$ cat config.mk
export PLATFORM = sky130hd
export DESIGN_NAME = mem_responder
export DESIGN_NICKNAME = d
export VERILOG_FILES = /design/src/rtl/mem_responder.sv
export SDC_FILE = /design/constraint.sdc
export NUM_CORES = 2
export LEC_CHECK = 0
export BUFFER_PORTS_ARGS = -buffer_cell sky130_fd_sc_hd__buf_2
export CAP_MARGIN = 20
export CORE_MARGIN = 10
export CORE_UTILIZATION = 58
export CTS_CLUSTER_SIZE = 40
export DETAILED_ROUTE_END_ITERATION = 8
export PLACE_DENSITY_LB_ADDON = 0.3
export SYNTH_ARGS = -nofsm -noshare
export SYNTH_HDL_FRONTEND = slang
export SYNTH_SLANG_ARGS = --single-unit
export TNS_END_PERCENT = 50
$ cat constraint.sdc
create_clock -name CLK -period 2.7 [get_ports CLK]
set_input_delay 0.27 -clock CLK [delete_from_list [all_inputs] [get_ports CLK]]
set_output_delay 0.27 -clock CLK [all_outputs]
set_load 0.005 [all_outputs]
$ cat src/rtl/mem_responder.sv
// Register-file memory responder with a fixed number of wait states per access.
// Serves one read or write per request/ready handshake; memory resets to mem[i] = i.
module mem_responder #(
    parameter int ADDR_W      = 8,
    parameter int DATA_W      = 8,
    parameter int WAIT_STATES = 2
) (
    input  logic              CLK,
    input  logic              nRST,
    input  logic              ren,
    input  logic              wen,
    input  logic [ADDR_W-1:0] addr,
    input  logic [DATA_W-1:0] wdata,
    output logic [DATA_W-1:0] rdata,
    output logic              ready,
    output logic              err
);

    localparam int         DEPTH   = 2 ** ADDR_W;
    localparam logic [3:0] WS_CNT  = 4'(WAIT_STATES);
    localparam bit         NO_WAIT = (WAIT_STATES == 0);

    if (WAIT_STATES < 0 || WAIT_STATES > 15) begin : g_ws_check
        $error("mem_responder: WAIT_STATES must be in 0..15");
    end

    typedef enum logic [1:0] {S_IDLE, S_WAIT, S_DONE} state_e;

    state_e            state_q, state_d;
    logic [3:0]        cnt_q, cnt_d;
    logic              op_wr_q, op_wr_d;
    logic [ADDR_W-1:0] addr_q, addr_d;
    logic [DATA_W-1:0] wdata_q, wdata_d;
    logic [DATA_W-1:0] rdata_q, rdata_d;
    logic              ready_q, ready_d;
    logic              err_q, err_d;
    logic [DATA_W-1:0] mem_q [DEPTH];

    logic              acc_en;
    logic              acc_wr;
    logic [ADDR_W-1:0] acc_addr;
    logic [DATA_W-1:0] acc_wdata;

    always_comb begin
        state_d   = state_q;
        cnt_d     = cnt_q;
        op_wr_d   = op_wr_q;
        addr_d    = addr_q;
        wdata_d   = wdata_q;
        err_d     = 1'b0;
        acc_en    = 1'b0;
        acc_wr    = op_wr_q;
        acc_addr  = addr_q;
        acc_wdata = wdata_q;
        case (state_q)
            S_IDLE: begin
                if (ren ^ wen) begin
                    op_wr_d = wen;
                    addr_d  = addr;
                    wdata_d = wdata;
                    cnt_d   = WS_CNT;
                    // With no wait states the access uses the live inputs on the accepting edge.
                    if (NO_WAIT) begin
                        acc_en    = 1'b1;
                        acc_wr    = wen;
                        acc_addr  = addr;
                        acc_wdata = wdata;
                        state_d   = S_DONE;
                    end else begin
                        state_d = S_WAIT;
                    end
                end else if (ren && wen) begin
                    err_d = 1'b1;
                end
            end
            S_WAIT: begin
                if (!(op_wr_q ? wen : ren)) begin
                    state_d = S_IDLE;
                end else if (cnt_q == 4'd1) begin
                    acc_en  = 1'b1;
                    state_d = S_DONE;
                end else begin
                    cnt_d = cnt_q - 4'd1;
                end
            end
            S_DONE:  state_d = S_IDLE;
            default: state_d = S_IDLE;
        endcase
    end

    always_comb begin
        rdata_d = rdata_q;
        if (acc_en && !acc_wr) begin
            rdata_d = mem_q[acc_addr];
        end
        ready_d = acc_en;
    end

    always_ff @(posedge CLK or negedge nRST) begin
        if (!nRST) begin
            state_q <= S_IDLE;
            cnt_q   <= '0;
            op_wr_q <= 1'b0;
            rdata_q <= '0;
            ready_q <= 1'b0;
            err_q   <= 1'b0;
            for (int i = 0; i < DEPTH; i++) begin
                mem_q[i] <= DATA_W'(i);
            end
        end else begin
            state_q <= state_d;
            cnt_q   <= cnt_d;
            op_wr_q <= op_wr_d;
            rdata_q <= rdata_d;
            ready_q <= ready_d;
            err_q   <= err_d;
            if (acc_en && acc_wr) begin
                mem_q[acc_addr] <= acc_wdata;
            end
        end
    end

    // Request payload latches carry no reset; they are only consumed after a fresh acceptance.
    always_ff @(posedge CLK) begin
        addr_q  <= addr_d;
        wdata_q <= wdata_d;
    end

    assign rdata = rdata_q;
    assign ready = ready_q;
    assign err   = err_q;

endmodule

==> results_dict.tcl <==
set metrics [dict create \
    netSwitchingFraction 0.284 \
    cp.arrival_ns 3.90 \
    ys_types 63 \
    drive_gt1_frac 0.742 \
    clk_pin_slew_ns 0.06 \
    clock_power_share 0.404 \
    finalWirelength_um 290000 \
    boundaryPins 30 \
    ys_ff_latch 2081 \
    grt_max_degree 141 \
    finalCritPeriodShare 1.16 \
    hold_class "in2reg" \
    maxCapViolations 0 \
    crit_family "multiplexers" \
    layout_commonest_cell "mux2_2" \
    synth-async-reset-ratio 0.992 \
    tritoncts "done" \
    final_area_mm2 0.120 \
    slew_headroom 0.332 \
    design_power_total_w 0.0761 \
    synth_edf_count 16 \
    synth_largest_area_cell "dfstp_2" \
    synthToLayoutAreaGrowth_pct 25.5 \
    synth.cell_area_mm2 0.0960 \
    run_status "finished with violations" \
    drtIter0Drc 5653 \
    period_needed_ns 3.14 \
    rows 149 \
    die_y_um 427 \
    drc_errors 0 \
    syn_nets 6094 \
    worstMarginPinSlew_ns 1.00 \
    violations "setup timing" \
    dieWidth_um 427 \
    cts_buffer_depth 3 \
    synth.avg_cell_area_um2 15.8 \
    p_int_w 0.0545 \
    fp.coreArea_mm2 0.165 \
    hpwl_um 183000 \
    place.gp.congestion 0.931 \
    yosysSeqAreaShare 0.557 \
    cts_made_buffers 211 \
    critPathRequiredTime_ns 3.46 \
    port_buffers 29 \
    path_cells "buf_12 -> buf_16 -> buf_16 -> mux4_2 -> mux4_2 -> a2111oi_4 -> buf_4 -> o21ai_2 -> o32a_1" \
    crit_fanout 6 \
    max_clock_freq_mhz 319 \
    hold_violations 0 \
    cts-root-buf "clkbuf_16" \
    track_usage 0.314 \
    fillers 9458 \
    grt_first_pass_wirelength_um 429000 \
    routed_via_density 6.58 \
    start_util 0.582 \
    h-tree-depth 4 \
    clkLatencyLatePin_ns 0.88 \
    dr_total_vias 60300 \
    antenna_found_initial 8 \
    synthCells 6071 \
    crit_type "reg2reg" \
    final_nets 6806 \
    wl_per_cell_um 31.6 \
    ys_warn_count 0 \
    die-area_mm2 0.182 \
    clock-sinks 2081 \
    switching_power_w 0.0216 \
    p_per_area_mw_per_mm2 632 \
    seqPwrFrac 0.423 \
    synth_area_leaders "dfstp_2, dfrtp_1, mux2_2" \
    vdd_drop_max_uv 843 \
    setup.worst_path.end_class "register" \
    maxSlewViolCount 0 \
    critical_path.slowest_cell "mux4_2" \
    rsz0062_at_grt "true" \
    finalWorstSetupSlack_ns -0.437 \
    synth_top_cell_area_share 0.280 \
    drtAntennaViolNets 0 \
    leakage_nw 53.3 \
    synth-main-ff-cell "dfrtp_1" \
    placed_area_mm2 0.106 \
    layout_common_cells "mux2_2, dfrtp_1, dfstp_2" \
    grt_pass1_vias 63300 \
    setup_viol 1653 \
    start_kind "register" \
    path_buf_inv 4 \
    critPathMaxStageDelay_ns 0.59 \
    final.setup.tns_ns -151.24 \
    first_pass_iters 6 \
    hold_ws_ns 0.113 \
    finClkSkew_ns 0.0608 \
    combinationalPowerShare 0.173 \
    overflow 0 \
]
path summary, 6_finish.rpt:
check / startpoint / end / slack, ns / cells past startpoint
max: acc_addr[0]$_DFFE_PP_ / rdata[4]$_DFFE_PN0P_ / -0.44 / 9
min: addr[7] / acc_addr[7]$_DFFE_PP_ / 0.11 / 2
max reg2reg: acc_addr[0]$_DFFE_PP_ / rdata[4]$_DFFE_PN0P_ / -0.44 / 9
min reg2reg: mem_q[973]$_DFFE_PN0P_ / mem_q[973]$_DFFE_PN0P_ / 0.50 / 1
max in group asynchronous: nRST / mem_q[1232]$_DFFE_PN1P_ / 1.50 / 4
min in group asynchronous: nRST / mem_q[1069]$_DFFE_PN1P_ / 0.21 / 2
cell families (layout without fill, tap and decap cells):
| kind of cell | count (synthesis) | count (layout) | share of synthesized area |
|---|---|---|---|
| multiplexers | 2657 | 2657 | 0.367 |
| flip-flops | 2081 | 2081 | 0.557 |
| AND/OR/NAND/NOR | 568 | 568 | 0.0325 |
| buffers and inverters | 460 | 1363 | 0.0215 |
| AO/OA/AOI/OAI | 300 | 300 | 0.0215 |
| adder cells (fa/ha/maj) | 3 | 3 | 0.000391 |
| XOR/XNOR | 2 | 2 | 0.000183 |
| other | 0 | 4 | 0 |
power by group through the flow:
stage / Combinational [W] / Sequential [W] / Clock (W)
CTS: 0.0126 / 0.0322 / 0.0309
global route: 0.0136 / 0.0322 / 0.0323
global placement: 0.0115 / 0.0326 / 0
finish: 0.0132 / 0.0322 / 0.0308
floorplan: 0.00555 / 0.0324 / 0
detailed placement: 0.0116 / 0.0327 / 0
cells in the mapped netlist, drive strengths merged (4+ instances only):
cell	n
a32oi	8
nor2b	13
nand4	11
or2	4
mux2i	119
nor2	174
nand2b	11
o22a	23
a2111oi	9
inv	8
a31oi	6
o21ai	28
dfrtp	1041
o221ai	17
nand2	227
a22o	5
a211oi	4
clkbuf	285
o32a	4
mux4	483
mux2	2055
edfxtp	16
o22ai	100
nand3	42
or3b	4
nor3	53
nor4	12
o211ai	5
buf	167
dfstp	1024
a21oi	34
a22oi	47
and2	4
what timing repair did:
| action | 4_1_cts | 5_1_grt |
|---|---|---|
| gates resized for setup | 881 | 451 |
| pin swaps | 109 | 69 |
| gates cloned | 12 | 2 |
| hold endpoints to repair | 678 | 0 |
| buffers inserted | 56 | 30 |
| endpoints found under the setup margin | 1731 | 2043 |
| hold buffers | 19 | 0 |
layer usage:
layer	global-route usage	wire length (um)	vias to the layer above	part of all wire
met5	0	23	-	0.000079
li1	-	-	24200	-
met1	0.431	115000	32700	0.40
met3	0.0626	23200	740	0.080
met2	0.481	136000	2687	0.47
met4	0.152	16200	4	0.056
stage by stage:
stage | setup WS [ns] | utilization | instances
3_5_place_dp | -1.03 | 0.645 | 8662
5_1_grt | -0.468 | 0.731 | 9165
2_1_floorplan | 0.0293 | - | 6071
3_3_place_gp | -0.974 | 0.645 | 8662
6_report | -0.437 | 0.731 | 9167
4_1_cts | -0.447 | 0.718 | 9147
flip-flops by register name, summed over array words and instances (netlist names):
signal,flops
acc_addr,8
acc_wr,1
mem_q,2048
acc_wdata,8
err,1
ready,1
cnt_q,4
rdata,8
state_q,2
final cells by class:
class                      instances  area [um2]  share of cell area
sequential                      2081       53400               0.444
multi-input combinational       3530       45100               0.374
timing repair buffer             951       11800              0.0979
clock buffer                     334        6290              0.0522
tap                             2189        2740              0.0227
clock inverter                    70        1020             0.00847
inverter                           8        42.5            0.000353
antenna                            4        10.0           0.0000831
No activity file was read; power rests on OpenSTA's default activity.
